`config.mk`:
```
export PLATFORM = sky130hd
export DESIGN_NAME = mdriver_arbiter_flat
export DESIGN_NICKNAME = d
export VERILOG_FILES = /design/src/rtl/mdriver_arbiter_if.sv /design/src/rtl/mdriver_arbiter.sv /design/src/flat_wrapper.sv
export SDC_FILE = /design/constraint.sdc
export NUM_CORES = 1
export LEC_CHECK = 0
export ABC_AREA = 1
export CAP_MARGIN = 20
export CORE_UTILIZATION = 38
export CTS_CLUSTER_DIAMETER = 60
export DETAILED_ROUTE_END_ITERATION = 8
export MAX_ROUTING_LAYER = met4
export PLACE_DENSITY = 0.84
export SETUP_SLACK_MARGIN = 0.5
export SYNTH_ARGS = -nofsm -noshare
export SYNTH_HDL_FRONTEND = slang
export SYNTH_SLANG_ARGS = --single-unit
```
`constraint.sdc`:
```
create_clock -name clk -period 1.7 [get_ports clk]
set_input_delay 0.34 -clock clk [delete_from_list [all_inputs] [get_ports clk]]
set_output_delay 0.34 -clock clk [all_outputs]
set_load 0.005 [all_outputs]
```
`src/rtl/mdriver_arbiter_if.sv`:
```
// Bus bundle between requesters, the round-robin arbiter and the single mdriver_int master.
// slave = arbiter view, master = view of the environment driving requests and answering fin.
interface mdriver_arbiter_if #(
  parameter int NREQ   = 2,
  parameter int ADDR_W = 32,
  parameter int DATA_W = 32
);
  logic [NREQ-1:0]        req_valid;
  logic [NREQ-1:0]        req_we;
  logic [NREQ*ADDR_W-1:0] req_addr;
  logic [NREQ*DATA_W-1:0] req_wdata;
  logic [NREQ-1:0]        req_ready;
  logic [NREQ-1:0]        rsp_valid;
  logic [DATA_W-1:0]      rsp_rdata;
  logic                   busy;
  logic                   m_exec;
  logic                   m_we;
  logic [ADDR_W-1:0]      m_addr;
  logic [DATA_W-1:0]      m_wdata;
  logic [DATA_W-1:0]      m_rdata;
  logic                   m_fin;

  modport slave (
    input  req_valid, req_we, req_addr, req_wdata, m_rdata, m_fin,
    output req_ready, rsp_valid, rsp_rdata, busy, m_exec, m_we, m_addr, m_wdata
  );

  modport master (
    output req_valid, req_we, req_addr, req_wdata, m_rdata, m_fin,
    input  req_ready, rsp_valid, rsp_rdata, busy, m_exec, m_we, m_addr, m_wdata
  );
endinterface

```
`src/rtl/mdriver_arbiter.sv`:
```
// Round-robin arbiter sharing one exec/we/fin master port among NREQ requesters.
// One transaction in flight: IDLE -> ISSUE -> WAIT -> RESP -> IDLE.
module mdriver_arbiter #(
  parameter int NREQ   = 2,
  parameter int ADDR_W = 32,
  parameter int DATA_W = 32
) (
  input  logic              clk,
  input  logic              nreset,
  mdriver_arbiter_if.slave  bus
);
  localparam int ID_W = (NREQ > 1) ? $clog2(NREQ) : 1;

  typedef enum logic [1:0] {
    ST_IDLE  = 2'd0,
    ST_ISSUE = 2'd1,
    ST_WAIT  = 2'd2,
    ST_RESP  = 2'd3
  } state_t;

  state_t            r_state;
  state_t            w_state_nxt;
  logic [ID_W-1:0]   r_last;
  logic [ID_W-1:0]   r_id;
  logic [ID_W-1:0]   w_winner;
  logic              w_found;
  logic              w_accept;
  logic              w_fin_seen;
  logic [NREQ-1:0]   w_ready;
  int                w_idx;
  logic              r_m_exec;
  logic              r_m_we;
  logic [ADDR_W-1:0] r_m_addr;
  logic [DATA_W-1:0] r_m_wdata;
  logic [NREQ-1:0]   r_rsp_valid;
  logic [DATA_W-1:0] r_rsp_rdata;
  logic              r_busy;

  assign w_accept   = (r_state == ST_IDLE) && w_found;
  assign w_fin_seen = (r_state == ST_WAIT) && bus.m_fin;

  // Round-robin search starting one past the last grant, wrapping at NREQ.
  always_comb begin
    w_found  = 1'b0;
    w_winner = '0;
    w_idx    = 0;
    for (int k = 1; k <= NREQ; k++) begin
      w_idx = int'(r_last) + k;
      if (w_idx >= NREQ) begin
        w_idx = w_idx - NREQ;
      end else begin
        w_idx = w_idx;
      end
      if (!w_found && bus.req_valid[w_idx]) begin
        w_found  = 1'b1;
        w_winner = ID_W'(w_idx);
      end else begin
        w_found  = w_found;
      end
    end
  end

  // State register.
  always_ff @(posedge clk or negedge nreset) begin
    if (!nreset) begin
      r_state <= ST_IDLE;
    end else begin
      r_state <= w_state_nxt;
    end
  end

  // Next-state logic; m_fin only matters while waiting.
  always_comb begin
    w_state_nxt = r_state;
    case (r_state)
      ST_IDLE: begin
        if (w_accept) begin
          w_state_nxt = ST_ISSUE;
        end else begin
          w_state_nxt = ST_IDLE;
        end
      end
      ST_ISSUE: w_state_nxt = ST_WAIT;
      ST_WAIT: begin
        if (bus.m_fin) begin
          w_state_nxt = ST_RESP;
        end else begin
          w_state_nxt = ST_WAIT;
        end
      end
      ST_RESP: w_state_nxt = ST_IDLE;
      default: w_state_nxt = ST_IDLE;
    endcase
  end

  // Accept strobe is combinational so the requester sees it in the accept cycle.
  always_comb begin
    w_ready = '0;
    if (w_accept) begin
      w_ready = NREQ'(1) << w_winner;
    end else begin
      w_ready = '0;
    end
  end

  // Master-side and response registers; m_* deliberately hold their value in IDLE.
  always_ff @(posedge clk or negedge nreset) begin
    if (!nreset) begin
      r_last      <= ID_W'(NREQ - 1);
      r_id        <= '0;
      r_m_exec    <= 1'b0;
      r_m_we      <= 1'b0;
      r_m_addr    <= '0;
      r_m_wdata   <= '0;
      r_rsp_valid <= '0;
      r_rsp_rdata <= '0;
      r_busy      <= 1'b0;
    end else begin
      r_m_exec <= w_accept;
      r_busy   <= (w_state_nxt != ST_IDLE);
      if (w_accept) begin
        r_m_we    <= bus.req_we[w_winner];
        r_m_addr  <= bus.req_addr[w_winner*ADDR_W +: ADDR_W];
        r_m_wdata <= bus.req_wdata[w_winner*DATA_W +: DATA_W];
        r_id      <= w_winner;
        r_last    <= w_winner;
      end
      if (w_fin_seen) begin
        r_rsp_valid <= NREQ'(1) << r_id;
        r_rsp_rdata <= r_m_we ? {DATA_W{1'b0}} : bus.m_rdata;
      end else begin
        r_rsp_valid <= '0;
      end
    end
  end

  assign bus.req_ready = w_ready;
  assign bus.rsp_valid = r_rsp_valid;
  assign bus.rsp_rdata = r_rsp_rdata;
  assign bus.busy      = r_busy;
  assign bus.m_exec    = r_m_exec;
  assign bus.m_we      = r_m_we;
  assign bus.m_addr    = r_m_addr;
  assign bus.m_wdata   = r_m_wdata;
endmodule

```
`src/flat_wrapper.sv`:
```
// flat-port wrapper written by rule: the top's interface ports become plain ports
module mdriver_arbiter_flat 
#(
  parameter int NREQ   = 2,
  parameter int ADDR_W = 32,
  parameter int DATA_W = 32
)
  (clk, nreset, bus_req_valid, bus_req_we, bus_req_addr, bus_req_wdata, bus_m_rdata, bus_m_fin, bus_req_ready, bus_rsp_valid, bus_rsp_rdata, bus_busy, bus_m_exec, bus_m_we, bus_m_addr, bus_m_wdata);
  mdriver_arbiter_if #(.NREQ(NREQ), .ADDR_W(ADDR_W), .DATA_W(DATA_W)) bus_i ();
  input  logic clk;
  input  logic nreset;
  input wire logic [$bits(bus_i.req_valid)-1:0] bus_req_valid;
  input wire logic [$bits(bus_i.req_we)-1:0] bus_req_we;
  input wire logic [$bits(bus_i.req_addr)-1:0] bus_req_addr;
  input wire logic [$bits(bus_i.req_wdata)-1:0] bus_req_wdata;
  input wire logic [$bits(bus_i.m_rdata)-1:0] bus_m_rdata;
  input wire logic [$bits(bus_i.m_fin)-1:0] bus_m_fin;
  output wire logic [$bits(bus_i.req_ready)-1:0] bus_req_ready;
  output wire logic [$bits(bus_i.rsp_valid)-1:0] bus_rsp_valid;
  output wire logic [$bits(bus_i.rsp_rdata)-1:0] bus_rsp_rdata;
  output wire logic [$bits(bus_i.busy)-1:0] bus_busy;
  output wire logic [$bits(bus_i.m_exec)-1:0] bus_m_exec;
  output wire logic [$bits(bus_i.m_we)-1:0] bus_m_we;
  output wire logic [$bits(bus_i.m_addr)-1:0] bus_m_addr;
  output wire logic [$bits(bus_i.m_wdata)-1:0] bus_m_wdata;
  assign bus_i.req_valid = bus_req_valid;
  assign bus_i.req_we = bus_req_we;
  assign bus_i.req_addr = bus_req_addr;
  assign bus_i.req_wdata = bus_req_wdata;
  assign bus_i.m_rdata = bus_m_rdata;
  assign bus_i.m_fin = bus_m_fin;
  assign bus_req_ready = bus_i.req_ready;
  assign bus_rsp_valid = bus_i.rsp_valid;
  assign bus_rsp_rdata = bus_i.rsp_rdata;
  assign bus_busy = bus_i.busy;
  assign bus_m_exec = bus_i.m_exec;
  assign bus_m_we = bus_i.m_we;
  assign bus_m_addr = bus_i.m_addr;
  assign bus_m_wdata = bus_i.m_wdata;
  mdriver_arbiter #(.NREQ(NREQ), .ADDR_W(ADDR_W), .DATA_W(DATA_W)) u_core (.clk(clk), .nreset(nreset), .bus(bus_i));
endmodule
```
==> results of run 1 <==
sequential cells by signal, summed over array words and instances (netlist names):
signal / flops
u_core.bus.m_we: 1
u_core.r_id: 1
u_core.r_last: 1
u_core.r_state: 2
u_core.bus.rsp_valid: 2
u_core.bus.m_addr: 32
u_core.bus.rsp_rdata: 32
u_core.bus.busy: 1
u_core.bus.m_exec: 1
u_core.bus.m_wdata: 32
through the flow:
| stage | std cells | instance area [sq um] |
|---|---|---|
| after detailed placement | 943 | 7606 |
| after floorplan | 539 | 4808 |
| final | 1061 | 9385 |
| after global routing | 1061 | 9385 |
| after CTS | 1023 | 8648 |
| after global placement | 943 | 7606 |
timing repair:
| action | in CTS | in global routing |
|---|---|---|
| endpoints found under the hold margin | 29 | 0 |
| setup endpoints to repair | 184 | 205 |
| cloned | 16 | 8 |
| pin swaps | 19 | 19 |
| setup buffers | 47 | 30 |
| gates resized for setup | 501 | 85 |
| hold buffers | 1 | 0 |
cell type report:
class                   count  area share, %
inverters                   8         0.3466
multi-input cells         373          25.46
clock buffers              13          2.666
clock inverters             3         0.4266
well taps                 168          2.240
repair buffers            391          40.85
flip-flops and latches    105          28.01
cell usage after synthesis:
library cell and instances:
nand2_1 134, buf_6 3, nand3_1 130, o21ai_2 1
clkbuf_1 24, dfrtp_1 104, nor2_1 5, buf_4 6
o21ai_0 33, ha_1 2, nand4_1 65, o211ai_1 1
inv_1 8, dfstp_2 1, buf_1 1, buf_2 19
o21ai_1 1, nor2_2 1
placed cells by master, fill, tap and decap left out, types with 2 or more instances in the layout:
| cell type | n |
|---|---|
| clkdlybuf4s50_1 | 163 |
| nand2_1 | 127 |
| dfrtp_1 | 104 |
| buf_2 | 103 |
| buf_4 | 67 |
| nand4_1 | 65 |
| nand3_2 | 59 |
| nand3_1 | 55 |
| buf_12 | 18 |
| nand3_4 | 16 |
| o21ai_1 | 15 |
| clkbuf_16 | 15 |
| buf_16 | 15 |
| buf_6 | 13 |
| o21ai_0 | 11 |
| o21ai_2 | 8 |
| nand2_2 | 5 |
| inv_1 | 4 |
| inv_2 | 3 |
| nor2_1 | 3 |
| nor2_4 | 3 |
| clkbuf_1 | 3 |
| nand2_4 | 2 |
| clkinv_2 | 2 |
| bufbuf_16 | 2 |
| buf_8 | 2 |
cell families after synthesis:
family | after synthesis | synth area share, %
and+or+nand+nor | 335 | 33.56
adders and majority gates | 2 | 0.5297
buffers and inverters | 61 | 6.305
AOI/OAI and AO/OA | 36 | 3.947
DFF | 105 | 55.66
power by group:
part	total, uW	switching (uW)	internal (uW)
combinational	9490	4520	4980
clock	2100	920	1180
sequential	4280	614	3670
worst max-delay path by stage:
stage,slack (ps),end,start
after floorplan,290,bus_req_ready[0],u_core.r_state[1]
after global placement,-280,bus_req_ready[0],bus_req_valid[0]
after detailed placement,-330,u_core.bus.m_wdata[25],bus_req_valid[0]
after CTS,70,bus_req_ready[1],u_core.r_last
after global routing,-10,bus_req_ready[0],u_core.r_last
final,30,bus_req_ready[0],u_core.r_last
per-layer routing:
| layer | global-route usage, % | vias up |
|---|---|---|
| met5 | - | - |
| met4 | 18.16 | 0 |
| met3 | 6.164 | 80 |
| met2 | 55.89 | 379 |
| met1 | 36.39 | 2896 |
| li1 | - | 2583 |
critical path: stages (launching register included):
cell and delay, ps:
dfstp_2 550, nand2_2 70, nand2_2 90, inv_2 70
nor2_4 90, buf_2 110
==> flow_summary_export.csv, run 1 <==
group,metric,value,unit
routing,postRouteAntennaNets,0,
routing,drc,0,
yosys,synth_area_leaders,"dfrtp_1, nand3_1, nand2_1",
yosys,synth_seq_area_share,55.66,%
final_layout,fin_nets,1057,
yosys,synth_area_leader_cell,"dfrtp_1",
global_routing,grt_pass1_wl,30940,um
yosys,synth_area_per_cell,8.763,sq um
clock_network,cts_root_buf,"clkbuf_16",
placement,pre_cts_slack,-328.0,ps
clock_network,ctsLongestPathBuffers,2,
die,die_w,113.5,um
timing,fin_ws,34.19,ps
clock_network,clk_latency,350,ps
timing,slew_violations,0,
timing,worst_slew_pin_slew,515.1,ps
yosys,ys_ff_latch,105,
worst_setup_path,cp.required,1360,ps
global_routing,grt_start_max_net_pins,66,
worst_setup_path,start_kind,"register",
yosys,yosys.area.top_type_share,55.10,%
final_layout,drive_above_1_share,37.96,%
clock_network,cts_sinks,105,
worst_setup_path,crit_path_end_kind,"primary output",
routing,wl,22440,um
routing,drt_iter0_drc,449,
final_layout,postLayoutCoreUtil,77.81,%
timing,fin_setup_tns,0,ps
die,start_util,39.16,%
routing,viasPerCell,5.597,
routing,routed.top_layer,"met4",
yosys,netlist_instances,539,
routing,first_pass_iters,5,
hold_path,hold_path_depth,1,
worst_setup_path,ff2ff_path_depth,11,
power,leakagePower,0.004481,uW
global_routing,grt_use_total,32.84,%
die,io_pins,270,
yosys,synth_cell_types,18,
timing,setup_viol_count_final,0,
final_layout,ff_latch_area,0.002629,sq mm
timing,timing.hold.ws,428.4,ps
timing,period_minus_slack,1666,ps
placement,dp_hpwl,11730,um
die,core_area,0.01206,sq mm
hold_path,min_to,"u_core.bus.rsp_valid[0]",
hold_path,min_from,"u_core.r_id",
final_layout,nFillCells,758,
routing,wl_met2,11730,um
global_routing,grt-ovfl-total,0,
timing,finClkSkew,4.254,ps
clock_network,clk_pin_slew_worst_paths,70,ps
placement,place.gp.congestion,0.8522,
worst_setup_path,critPathMaxFanout,2,
power,power_density,1692,mW/mm^2
final_layout,num_antenna_cells,0,
hold_path,worstHoldPathType,"reg -> reg",
status,status,"completed",
timing,period_share,97.99,%
yosys,synth_nets,708,
clock_network,cts_buffers,9,
yosys,synth_area,0.004723,sq mm
die,row_count,40,
timing,max_slew_margin,65.66,%
routing,met1Wirelength,8159,um
timing,hold_viol_final,0,
worst_setup_path,reg2reg_from,"u_core.r_state[1]",
timing,fmax,0.6003,GHz
routing,via_count,5938,
die,dieHeight,113.5,um
global_routing,antenna_found_initial,0,
power,total_power,15880,uW
clock_network,htree_levels,3,
worst_setup_path,worstPathArrival,1330,ps
routing,routedWlPerCell,21.15,um
final_layout,area_delta_synth_final,98.70,%
yosys,synth_warnings,0,
clock_network,cts_tree,"yes",
worst_setup_path,r2r_setup_slack,50,ps
timing,rsz0062_at_grt,"true",
worst_setup_path,worstSetupPathType,"reg -> out",
placement,portBuffers,269,
final_layout,multi_input_area,0.002390,sq mm
flow_run,drv_cap,0,
power,ir_drop,0.8799,mV
global_routing,grt_pass1_vias,5788,
die,die_area,0.01288,sq mm
worst_setup_path,reg2reg_to,"u_core.bus.m_addr[14]",
routing,wl_met3,1625,um
(Power assumes the default switching activity.)
==> run 2, diff against run 1 <==
--- a/config.mk
+++ b/config.mk
@@ -6,6 +6,7 @@
 export NUM_CORES = 1
 export LEC_CHECK = 0
 export ABC_AREA = 1
+export ABC_CLOCK_PERIOD_IN_PS = 1700
 export CAP_MARGIN = 20
 export CORE_UTILIZATION = 38
 export CTS_CLUSTER_DIAMETER = 60
==> results of run 2 <==
The final DEF is identical to that of run 1; final timing and power are the same.
